`src/rtl/aes_pkg.sv`:
```
// Shared types and constants for the iterative AES round controller.
// Latency: none (definitions only).
// Backpressure: not applicable.
package aes_pkg;

    localparam int AES128_ROUNDS = 10;
    localparam int AES192_ROUNDS = 12;
    localparam int AES256_ROUNDS = 14;
    localparam int ROUND_W       = 4;

    typedef enum logic [2:0] {
        ST_IDLE,
        ST_KEY0,
        ST_SUB,
        ST_SHIFT,
        ST_MIX,
        ST_ADDKEY,
        ST_DONE
    } seq_state_t;

    // True for the three round counts defined by AES-128/192/256.
    function automatic logic legal_rounds(input int n);
        return (n == AES128_ROUNDS) || (n == AES192_ROUNDS) || (n == AES256_ROUNDS);
    endfunction

endpackage

```
`src/rtl/aes_round_counter.sv`:
```
// Round index register: clears to zero, steps by one, flags the final round.
// Latency: new value visible the cycle after clr_i/inc_i; is_last_o is combinational on the register.
// Backpressure: none; increments saturate at NUM_ROUNDS so the index never wraps.
module aes_round_counter
    import aes_pkg::*;
#(
    parameter int NUM_ROUNDS = AES128_ROUNDS
) (
    input  logic               clk,
    input  logic               n_rst,
    input  logic               clr_i,
    input  logic               inc_i,
    output logic [ROUND_W-1:0] round_o,
    output logic               is_last_o
);

    localparam logic [ROUND_W-1:0] LAST_ROUND = ROUND_W'(NUM_ROUNDS);

    logic [ROUND_W-1:0] round_q;
    logic [ROUND_W-1:0] round_d;

    // Next round index: clear wins over increment, increment stops at the last round.
    always_comb begin
        round_d = round_q;
        if (clr_i) begin
            round_d = '0;
        end else if (inc_i && (round_q != LAST_ROUND)) begin
            round_d = round_q + 1'b1;
        end
    end

    // Round index register, cleared by reset.
    always_ff @(posedge clk or negedge n_rst) begin
        if (!n_rst) begin
            round_q <= '0;
        end else begin
            round_q <= round_d;
        end
    end

    assign round_o   = round_q;
    assign is_last_o = (round_q == LAST_ROUND);

endmodule

```
`src/rtl/aes_round_sequencer.sv`:
```
// Steps a shared AES round datapath through NUM_ROUNDS rounds, one stage enable per cycle.
// Latency: with key_ack high, accept at T gives out_valid at T+4*NUM_ROUNDS+1; each key stall adds one cycle.
// Backpressure: in_ready low while busy; DONE holds out_valid until out_ready; key_ack low stalls the key steps.
module aes_round_sequencer
    import aes_pkg::*;
#(
    parameter int NUM_ROUNDS = AES128_ROUNDS
) (
    input  logic               clk,
    input  logic               n_rst,
    input  logic               in_valid,
    output logic               in_ready,
    output logic               load_en,
    output logic               out_valid,
    input  logic               out_ready,
    output logic               key_req,
    output logic [ROUND_W-1:0] key_round,
    input  logic               key_ack,
    output logic               sub_en,
    output logic               shift_en,
    output logic               mix_en,
    output logic               addkey_en,
    output logic [ROUND_W-1:0] round,
    output logic               busy
);

    if (!legal_rounds(NUM_ROUNDS)) begin : g_bad_num_rounds
        $error("aes_round_sequencer: NUM_ROUNDS must be 10, 12 or 14");
    end

    seq_state_t         state_q;
    seq_state_t         state_d;
    logic               cnt_clr;
    logic               cnt_inc;
    logic               is_last;
    logic [ROUND_W-1:0] round_cnt;

    logic               in_ready_q;
    logic               out_valid_q;
    logic               key_req_q;
    logic               sub_en_q;
    logic               shift_en_q;
    logic               mix_en_q;
    logic               busy_q;

    aes_round_counter #(
        .NUM_ROUNDS (NUM_ROUNDS)
    ) u_round_counter (
        .clk       (clk),
        .n_rst     (n_rst),
        .clr_i     (cnt_clr),
        .inc_i     (cnt_inc),
        .round_o   (round_cnt),
        .is_last_o (is_last)
    );

    // Next state and round-counter control; the final round skips MIX.
    always_comb begin
        state_d = state_q;
        cnt_clr = 1'b0;
        cnt_inc = 1'b0;
        case (state_q)
            ST_IDLE: begin
                if (in_valid) begin
                    state_d = ST_KEY0;
                    cnt_clr = 1'b1;
                end
            end
            ST_KEY0: begin
                if (key_ack) begin
                    state_d = ST_SUB;
                    cnt_inc = 1'b1;
                end
            end
            ST_SUB:   state_d = ST_SHIFT;
            ST_SHIFT: state_d = is_last ? ST_ADDKEY : ST_MIX;
            ST_MIX:   state_d = ST_ADDKEY;
            ST_ADDKEY: begin
                if (key_ack) begin
                    if (is_last) begin
                        state_d = ST_DONE;
                    end else begin
                        state_d = ST_SUB;
                        cnt_inc = 1'b1;
                    end
                end
            end
            ST_DONE: begin
                if (out_ready) begin
                    state_d = ST_IDLE;
                    cnt_clr = 1'b1;
                end
            end
            default:  state_d = ST_IDLE;
        endcase
    end

    // State register with outputs registered from the decoded next state.
    always_ff @(posedge clk or negedge n_rst) begin
        if (!n_rst) begin
            state_q     <= ST_IDLE;
            in_ready_q  <= 1'b1;
            out_valid_q <= 1'b0;
            key_req_q   <= 1'b0;
            sub_en_q    <= 1'b0;
            shift_en_q  <= 1'b0;
            mix_en_q    <= 1'b0;
            busy_q      <= 1'b0;
        end else begin
            state_q     <= state_d;
            in_ready_q  <= (state_d == ST_IDLE);
            out_valid_q <= (state_d == ST_DONE);
            key_req_q   <= (state_d == ST_KEY0) || (state_d == ST_ADDKEY);
            sub_en_q    <= (state_d == ST_SUB);
            shift_en_q  <= (state_d == ST_SHIFT);
            mix_en_q    <= (state_d == ST_MIX);
            busy_q      <= (state_d != ST_IDLE);
        end
    end

    // The key-add and load strobes follow their handshakes in the same cycle.
    assign addkey_en = key_req_q & key_ack;
    assign load_en   = in_valid & in_ready_q;
    assign in_ready  = in_ready_q;
    assign out_valid = out_valid_q;
    assign key_req   = key_req_q;
    assign key_round = round_cnt;
    assign round     = round_cnt;
    assign sub_en    = sub_en_q;
    assign shift_en  = shift_en_q;
    assign mix_en    = mix_en_q;
    assign busy      = busy_q;

endmodule

```
`config.mk`:
```
export PLATFORM = sky130hd
export DESIGN_NAME = aes_round_sequencer
export DESIGN_NICKNAME = d
export VERILOG_FILES = /design/src/rtl/aes_pkg.sv /design/src/rtl/aes_round_counter.sv /design/src/rtl/aes_round_sequencer.sv
export SDC_FILE = /design/constraint.sdc
export NUM_CORES = 1
export LEC_CHECK = 0
export BUFFER_PORTS_ARGS = -buffer_cell sky130_fd_sc_hd__buf_2
export CORE_AREA = 5 5 44 46
export CTS_BUF_LIST = sky130_fd_sc_hd__clkbuf_4 sky130_fd_sc_hd__clkbuf_8
export DETAILED_ROUTE_END_ITERATION = 8
export DIE_AREA = 0 0 49 51
export GPL_TIMING_DRIVEN = 1
export PLACE_DENSITY_LB_ADDON = 0.12
export SYNTH_ARGS = -nofsm -noshare
export SYNTH_HDL_FRONTEND = slang
export SYNTH_SLANG_ARGS = --single-unit
```
`constraint.sdc`:
```
create_clock -name clk -period 1.9 [get_ports clk]
set_input_delay 0 -clock clk [delete_from_list [all_inputs] [get_ports clk]]
set_output_delay 0 -clock clk [all_outputs]
set_load 0.02 [all_outputs]
```
## After elaboration in Yosys (flattened, before gate mapping)

Index checks and enable logic that the tools add are counted.

| cells by class | value |
|---|---|
| $add $sub $neg | 1 |
| eq/ne operators | 14 |
| muxes and demuxes | 16 |
| bitwise gates (word level) | 2 |
| reductions and logical operators | 6 |

Operators by type and width:

| cell | count |
|---|---|
| one-hot mux 3 bit (7 select lines) | 1 |
| equality test 3 bit, second input constant | 6 |
| 2-to-1 mux 3 bit | 5 |
| equality test 3 x 2 -> 1 bit, second input constant | 4 |
| 2-to-1 mux 4 bit | 2 |
| equality test 3 x 1 -> 1 bit, second input constant | 2 |
| zero test 3 bit | 2 |
| 2-to-1 mux 1 bit | 6 |
| adder 4 x 1 -> 4 bit, second input constant | 1 |
| equality test 4 bit, second input constant | 1 |
| inequality test 4 bit, second input constant | 1 |
| one-hot mux 1 bit (2 select lines) | 2 |
| nonzero test 3 bit | 1 |
| AND 1 bit | 2 |
| nonzero test 2 bit | 1 |
| logical AND 1 bit | 1 |
| logical OR 1 bit | 1 |

| word-level totals | value |
|---|---|
| register bits after elaboration | 14 |
| bits of input ports | 5 |
| output and inout port bits | 17 |
| word-level logic and storage cells | 48 |

## Depth between registers and ports, before layout

Gate-level depths: netlist of run 1.

| depth | value |
|---|---|
| depth in word-level cells | 7 |
| mapped depth | 7 |
| mapped depth without buffers | 7 |

## Modules after synthesis

From an unflattened synthesis of run 1, not the netlist that was laid out.

| unflattened totals | value |
|---|---|
| cells, all modules | 70 |
| area total of the unflattened synthesis | 742.0 sq um |

By module, submodules not included:

| module | instances | cells an instance | area an instance (sq um) | seq. area each (sq um) |
|---|---|---|---|---|
| aes_round_sequencer | 1 | 47 | 509.2 | 251.5 |
| aes_round_counter | 1 | 23 | 232.7 | 100.1 |

## Least setup slack after synthesis of run 1

OpenSTA, ideal clock, no wires.

| timing path | value |
|---|---|
| path type | reg2reg |
| start point | register u_round_counter.round_q[0] (netlist: u_round_counter.round_o[0]) |
| end point | register mix_en_q (netlist: mix_en) |
| setup time | 0.067 ns |
| arrival time | 1.550 ns |
| required time | 1.833 ns |
| slack | 0.283 ns |
| stages on the path, launching flop included | 8 |
| path buffers | 0 |
| period minus slack after synthesis | 1.617 ns |
| path through | dfrtp_1 -> inv_1 -> ha_1 -> nand3b_4 -> a2111oi_4 -> a311oi_4 -> inv_2 -> and3_1 |

| on the way | value |
|---|---|
| longest elaborated chain between the ends | 5 |
| elaborated cells between the ends (all ways) | 6 |
| classes of those cells | eq/ne (2); mux (4) |

RTL lines:

| what | RTL line | source |
|---|---|---|
| start: declaration | aes_round_counter.sv:19 | `logic [ROUND_W-1:0] round_q;` |
| start signal: assignment | aes_round_counter.sv:37 | `round_q <= round_d;` |
| equality test 4 bit | aes_round_counter.sv:42 | `assign is_last_o = (round_q == LAST_ROUND);` |
| 2-to-1 mux 3 bit | aes_round_sequencer.sv:80 | `if (is_last) begin` |
| 2-to-1 mux 3 bit | aes_round_sequencer.sv:79 | `if (key_ack) begin` |
| one-hot mux 3 bit (7 select lines) | aes_round_sequencer.sv:62 | `case (state_q)` |
| via state_d[2] | aes_round_sequencer.sv:32 | `seq_state_t state_d;` |
| equality test 3 bit | aes_round_sequencer.sv:116 | `mix_en_q <= (state_d == ST_MIX);` |
| end signal: assignment | aes_round_sequencer.sv:116 |  |
| end: declaration | aes_round_sequencer.sv:43 | `logic mix_en_q;` |

The timed path passes the listed nets, and every way through them passes these cells.
A chain may end at the register's enable or synchronous reset.

## Final worst setup path of run 1

Ends and elaborated chain as after synthesis.

==> impl_results.md, run 1 <==
- Cell Rows: 14
- Worst Path Max Fanout: 5
- Synth Cell Area: roughly 740 sq um
- Total overflow reported by the global router: 0
- Post-synthesis instance total: 68
- Buffering stage count on the worst path with inverters included: 2
- Post-DR vias/cell: 5.19
- Commonest non-fill, non-tap cell in the layout: sky130_fd_sc_hd__buf_2
- Filler cell count: 133
- Leakage power total: 0.483 nW
- Number of CTS-inserted buffers: 3
- Count of maximum capacitance violations: 0
- Slew Limit Headroom: 73.8%
- Adder-cell share of the synthesized area: 3.36%
- Result of the run: finished, final reports clean
- CP Data Required Time: 2.13 ns
- Power Dens Cells: 1680 nW/um^2
- Remaining antenna violation count: 0
- Type of destination of the critical path: flop
- Max stage delay cell, worst path: sky130_fd_sc_hd__dfrtp_1
- Total of cells resized after clock tree synthesis: 0
- Flip-flop and latch area: 352 sq um
- Critical path's largest stage delay: 0.42 ns
- Post-synthesis share of cell area spent on xor and xnor gates: ~3.5%
- Tightest Pin Transition: 0.392 ns
- Data arrival at the endpoint of the critical path: 1.83 ns
- Largest family of logic cells by synthesized area: simple AND/OR/NAND/NOR gates
- Clock latency reported for the late side of the worst-skew pair: 0.28 ns
- Fmax achieved: 623 MHz
- Number of sinks on the clock net: 14
- Synthesized-area fraction occupied by ao, oa, aoi and oai cells: 13.6%
- Vias in the first global route: 531
- Highest-count cells in the layout ignoring fill and taps: 21 x sky130_fd_sc_hd__buf_2, 13 x sky130_fd_sc_hd__dfrtp_1, 7 x sky130_fd_sc_hd__nor2_1, 6 x sky130_fd_sc_hd__a21oi_1, 4 x sky130_fd_sc_hd__inv_1
- Detailed Routing Iterations Pass 1: 3
- Placed wire-length estimate after detailed placement: about 1000 microns
- Effective utilization at floorplan: 50.6%
- Total length of routed wires: about 1400 microns
- Core Area: 1470 sq um
- Nature of the critical path startpoint: flop
- Detail-routed net length per standard cell: 13.1 microns
- Antenna cells: 0
- Sequential share of the synthesized area: 47.2%
- Synthesis warning total: 0
- Sum Neg Setup Slack: 0 ns
- Top-level I/O count: 22
- Input/output buffers: 21
- Fraction of synthesized area in multiplexers: 0%
- Number of nets in the layout: between 90 and 100
- Weighted congestion at the end of routability-driven global placement: 0.755
- Ordered list of cells on the worst path: inv_1 -> ha_1 -> nand3b_4 -> a2111oi_4 -> a311oi_4 -> inv_2 -> and3_1
- Post-layout minimum cycle time: 1.61 ns
- Main area contributors after synthesis: sky130_fd_sc_hd__dfrtp_1 44%, sky130_fd_sc_hd__buf_4 6.1%, sky130_fd_sc_hd__a21oi_1 4.0%
- Area fraction of the dominant cell type after synthesis: 43.7%
- Crit path kind: flop to flop
- Root Driver: sky130_fd_sc_hd__clkbuf_4
- Worst hold path type: primary input to flop
- Number of synthesized register bits: 14
- H-tree levels: 1
- Avg Inst Size Synth: 10.9 sq um
- Setup repair after global routing missed its margin: no
- Total routing usage reported by global routing: 12.4%
- Horiz. Die Dim: between 40 and 50 microns
- Clock transition at the registers of the reported paths: 0.09 ns
- Worst clock skew: 0.00605 ns
- Number of pins exceeding their max-slew limit in the final report: 0
- TritonCTS clock tree: built
- Layout cell share with drive strength beyond 1: 39.1%
- Final count of negative-setup-slack endpoints: 0
- Net count of the mapped netlist: 75
- Cell type with the highest aggregate area in the netlist: sky130_fd_sc_hd__dfrtp_1
- Final period util: 84.5%
- Simple-gate area share of the yosys netlist: 21.3%
- Peak supply drop: 945 uV
- Area added between synthesis and finish: 15.5%
- Largest buffer count on any clock path: 2
- Hold violation total from the final report: 0
- First-pass GRT wire length: 2430 microns
- Detailed Route Iter0 Violations: 9
- Die Y-Extent: 51 microns
- Post-route DRC: 0
- Final hold slack: ~0.052 ns
- Core utilization of the finished layout: 58.4%
- DR vias: ~540
- Dominant delay contributor by cell family on the critical path: compound AO/OA/AOI/OAI gates
- Antenna violations before repair: 0
- Area of the multi-input gates: 312 sq um
- Largest net degree at the start of global routing: 15
- Synth cell types: 28
- Area enclosed by the die boundary: 2500 sq um
-- synthesized netlist by cell type, drive strengths merged --
cell type   n
nor4        1
nand3b      2
xnor2       1
and2        2
a311oi      1
a22oi       1
a21oi       6
nor2        7
o21ai       1
ha          2
dfstp       1
nand3       3
buf         7
nor3        1
and3        4
inv         6
xor2        2
dfrtp      13
and3b       2
a2111oi     1
nand4       1
nand2       3
-- cell families (layout without fill, tap and decap cells) --
| family | after synthesis | in the layout |
|---|---|---|
| buffers and inverters | 13 | 32 |
| xor gates and xnor gates | 3 | 3 |
| and+or+nand+nor | 26 | 26 |
| adders and majority gates | 2 | 2 |
| DFF | 14 | 14 |
| AOI/OAI and AO/OA | 10 | 10 |
-- worst paths after layout --
check | from | to | slack, ns | depth (start not counted)
setup / recovery | u_round_counter.round_o[0] | mix_en | 0.29 | 7
hold / removal | key_ack | sub_en | 0.05 | 3
setup reg to reg | u_round_counter.round_o[0] | mix_en | 0.29 | 7
hold reg to reg | u_round_counter.round_o[1] | u_round_counter.round_o[1] | 0.64 | 2
max in group asynchronous | n_rst | in_ready | 1.49 | 2
min in group asynchronous | n_rst | busy | 0.13 | 2
-- metal layers --
layer  wire (microns)  global-route usage [%]  vias up  part of all wire, %
met2              641                    19.3       17                   47
met1              606                    15.4      252                   45
li1                 -                       -      264                    -
met4               16                    6.73        0                  1.2
met3               86                    3.78        2                  6.4
met5                0                       0        -                    0
-- power by group --
part	total [mW]	internal, mW	switching, mW
combinational	0.682	0.263	0.419
clock	0.212	0.117	0.0956
sequential	0.550	0.418	0.132
total	1.44	0.798	0.646
-- timing repair --
item	4_1_cts	5_1_grt
hold buffers	1	0
hold endpoints to repair	14	0
setup buffers	0	0
-- final cells by class --
type	instances	share of cell area, %
clock buffer	4	4.22
inverter	6	2.91
multi-input combinational	41	36.2
sequential	14	40.9
tap	16	2.33
timing repair buffer	22	13.4
-- worst reg2reg max path, cell delays in order (launching register included) --
cell,delay (ns)
sky130_fd_sc_hd__dfrtp_1,0.42
sky130_fd_sc_hd__inv_1,0.10
sky130_fd_sc_hd__ha_1,0.22
sky130_fd_sc_hd__nand3b_4,0.11
sky130_fd_sc_hd__a2111oi_4,0.40
sky130_fd_sc_hd__a311oi_4,0.08
sky130_fd_sc_hd__inv_2,0.08
sky130_fd_sc_hd__and3_1,0.14
-- per-stage QoR --
step | setup WS, ns | cells | total power [mW] | area (sq um)
after floorplan | 0.283 | 68 | 1.12 | 744
after detailed placement | 0.301 | 98 | 1.25 | 813
after global routing | 0.156 | 103 | 1.57 | 860
final | 0.294 | 103 | 1.44 | 860
after global placement | 0.333 | 98 | 1.24 | 813
after CTS | 0.288 | 103 | 1.46 | 860
-- state kept, by name (all words and copies together), names as in the netlist --
name	count
key_req	1
state_q	3
shift_en	1
in_ready	1
mix_en	1
busy	1
u_round_counter.round_o	4
out_valid	1
sub_en	1
No activity file was read; power rests on OpenSTA's default activity.
==> run 2, diff against run 1 <==
--- a/config.mk
+++ b/config.mk
@@ -5,11 +5,12 @@
 export SDC_FILE = /design/constraint.sdc
 export NUM_CORES = 1
 export LEC_CHECK = 0
+export ABC_AREA = 1
 export BUFFER_PORTS_ARGS = -buffer_cell sky130_fd_sc_hd__buf_2
-export CORE_AREA = 5 5 44 46
+export CORE_AREA = 5 5 48 50
 export CTS_BUF_LIST = sky130_fd_sc_hd__clkbuf_4 sky130_fd_sc_hd__clkbuf_8
 export DETAILED_ROUTE_END_ITERATION = 8
-export DIE_AREA = 0 0 49 51
+export DIE_AREA = 0 0 53 55
 export GPL_TIMING_DRIVEN = 1
 export PLACE_DENSITY_LB_ADDON = 0.12
 export SYNTH_ARGS = -nofsm -noshare
==> constraint.sdc (replaced) <==
create_clock -name clk -period 1.3 [get_ports clk]
set_input_delay 0 -clock clk [delete_from_list [all_inputs] [get_ports clk]]
set_output_delay 0 -clock clk [all_outputs]
set_load 0.02 [all_outputs]
==> impl_results.md, run 2 <==
- Total overflow reported by the global router: 0
- Clock latency reported for the late side of the worst-skew pair: approximately 0.28 ns
- Non-filler cells in the finished layout: 156
- Root Driver: sky130_fd_sc_hd__clkbuf_4
- Power Dens Cells: 2420 nW/um^2
- Final instance area: between 1000 and 1500 sq um
- Total length of routed wires: 1640 microns
- Endpoint of the worst hold path: sub_en
- Number of CTS-inserted buffers: 3
- Most frequently used flop master after synthesis: sky130_fd_sc_hd__dfrtp_1
- H-tree levels: 1
- Effective utilization at floorplan: 44.4%
- Area enclosed by the die boundary: approximately 2900 sq um
- Ordered list of cells on the worst path: ha_4 -> nand2_2 -> nor2_4 -> nor2_4 -> nand3_2 -> a21oi_1
- Highest-count cells in the layout ignoring fill and taps: 21 x sky130_fd_sc_hd__nand2_1, 21 x sky130_fd_sc_hd__buf_2, 13 x sky130_fd_sc_hd__inv_1, 9 x sky130_fd_sc_hd__nand3_1
- Clock transition at the registers of the reported paths: 0.09 ns
- Detailed Routing Iterations Pass 1: 4
- CP Data Required Time: 1.51 ns
- Cell Rows: 16
- Total cell area at the placement stage: roughly 950 sq um
- Data arrival at the endpoint of the critical path: 1.43 ns
- Sequential share of the synthesized area: between 40 and 50%
- Post-synth EDFFs: 0
- Placed wire-length estimate after detailed placement: 1320 microns
- Leakage power total: 0.578 nW
- Avg Inst Size Synth: 7.95 sq um
- Async set-reset flop share out of synthesis: 100%
- Main area contributors after synthesis: sky130_fd_sc_hd__dfrtp_1 39%, sky130_fd_sc_hd__nand2_1 11%, sky130_fd_sc_hd__inv_1 7.3%
- End of the worst register-to-register path: u_round_counter.round_o[2]
- Post-synth top cells: 24 x sky130_fd_sc_hd__nand2_1, 16 x sky130_fd_sc_hd__inv_1, 13 x sky130_fd_sc_hd__dfrtp_1
- Critical R2R Launch: u_round_counter.round_o[1]
- Remaining antenna violation count: 0
- Slew Limit Headroom: 78.9%
- Setup repair after global routing missed its margin: yes
- Nature of the critical path startpoint: flop
- Synth Cell Area: 827 sq um
- Worst hold path type: primary input to flop
- Crit-path most repeated cell: sky130_fd_sc_hd__nor2_4
- Type of destination of the critical path: flop
- Weighted congestion at the end of routability-driven global placement: 0.797
- FF-to-FF setup slack: around 0.075 ns
- Number of nets in the layout: ~140
- Fmax achieved: 816 MHz
- Area fraction of the dominant cell type after synthesis: 39.3%
- Detailed Route Iter0 Violations: 10
- Hold violation total from the final report: 0
- Worst Reg-to-Reg Cells: 6
- Number of sinks on the clock net: 14
- Largest net degree at the start of global routing: 15
- Buffering stage count on the worst path with inverters included: 0
- Post-Place Cells: 150
- Top-level I/O count: 22
- Max reg flops: 4
- Post-route DRC: 0
- Peak supply drop: 1380 uV
- Critical path's largest stage delay: 0.43 ns
- Core Area: roughly 1900 sq um
- Cell type with the highest aggregate area in the netlist: sky130_fd_sc_hd__dfrtp_1
- Dominant delay contributor by cell family on the critical path: flip-flops
- Vias in the first global route: 692
- Layout cell share with drive strength beyond 1: between 40% and 50%
- Die Y-Extent: approximately 55 microns
- Final hold slack: between 0.04 and 0.05 ns
- Post-layout minimum cycle time: 1.23 ns
- Post-synthesis instance total: between 100 and 150
- Worst Path Max Fanout: 7
- Synth cell types: 21
- Result of the run: finished, final reports clean
- Number of pins exceeding their max-slew limit in the final report: 0
- DR vias: 728
- Horiz. Die Dim: ~53 microns
- Detail-routed net length per standard cell: 10.5 microns
- Synthesis warning total: 0
- First-pass GRT wire length: 2930 microns
- Post-DR vias/cell: between 4 and 5
- Tightest Pin Transition: 0.317 ns
- Count of maximum capacitance violations: 0
- Sum Neg Setup Slack: 0 ns
- Hold path cells: 3
- Number of synthesized register bits: 14
- Largest buffer count on any clock path: 2
- Max stage delay cell, worst path: sky130_fd_sc_hd__dfrtp_2
- Net count of the mapped netlist: 111
- Area added between synthesis and finish: 26.8%
- Antenna cells: 0
- Antenna violations before repair: 0
- Library cell with the highest instance count after synthesis: sky130_fd_sc_hd__nand2_1
- Crit path kind: flop to flop
- Input/output buffers: 21
- Final count of negative-setup-slack endpoints: 0
- Final period util: between 90% and 100%
- Startpoint of the most critical hold path: key_ack
- TritonCTS clock tree: built
- Worst clock skew: 0.00304 ns
- Total routing usage reported by global routing: between 10% and 20%
==> run 2: per-layer routing <==
layer	up-vias	global-route usage, %	part of all wire [%]
met4	0	5.11	1.2
met5	-	0	0
met1	339	15.8	40
li1	368	-	-
met3	3	4.02	6.7
met2	18	24.8	52
==> run 2: power breakdown <==
| part | internal [mW] | total [mW] | switching, mW |
|---|---|---|---|
| clock network | 0.171 | 0.316 | 0.145 |
| logic | 0.527 | 1.41 | 0.888 |
| registers | 0.632 | 0.806 | 0.174 |
==> run 2: area by class of cell <==
class	count	area, sq um
clock buffer	4	36.3
fill	194	813
inverter	19	73.8
multi-input combinational	65	394
sequential	14	358
tap	27	33.8
timing repair buffer	27	153
==> run 2: how the worst max path moves through the flow <==
stage | endpoint | from | depth (start not counted) | slack, ns
after floorplan | busy | u_round_counter.round_o[0] | 8 | 0.005
after detailed placement | busy | u_round_counter.round_o[0] | 8 | 0.04
final | u_round_counter.round_o[2] | u_round_counter.round_o[1] | 6 | 0.07
after global placement | busy | u_round_counter.round_o[1] | 7 | 0.03
after CTS | busy | u_round_counter.round_o[0] | 8 | 0.02
after global routing | u_round_counter.round_o[0] | state_q[0] | 6 | -0.009
==> run 2: cells by family (layout without fill, tap and decap cells) <==
family	count (synthesis)	count (layout)	synth area share (%)
buf+inv	25	50	15.3
simple gates	58	58	35.4
compound gates	5	5	3.78
fa+ha+maj	2	2	3.03
flops	14	14	42.5
==> run 2: stage by stage <==
step	total power, mW	utilization (%)	setup slack [ns]
finish	2.54	56.3	0.0749
detailed placement	2.13	51.1	0.0376
global route	2.79	56.3	-0.00949
CTS	2.46	53.6	0.0233
floorplan	1.82	-	0.00498
global placement	2.11	51.1	0.0293
==> run 2: timing repair <==
action	4_1_cts	5_1_grt
hold endpoints to repair	14	0
hold buffers	1	0
buffers inserted	0	1
gates resized for setup	0	16
setup endpoints to repair	0	10
==> run 2: worst reg2reg max path, delay by kind of cell (launching register included) <==
family | cells | cell delay [ns]
adder cells (fa/ha/maj) | 1 | 0.17
flip-flops | 1 | 0.43
AND/OR/NAND/NOR | 4 | 0.41
AO/OA/AOI/OAI | 1 | 0.15
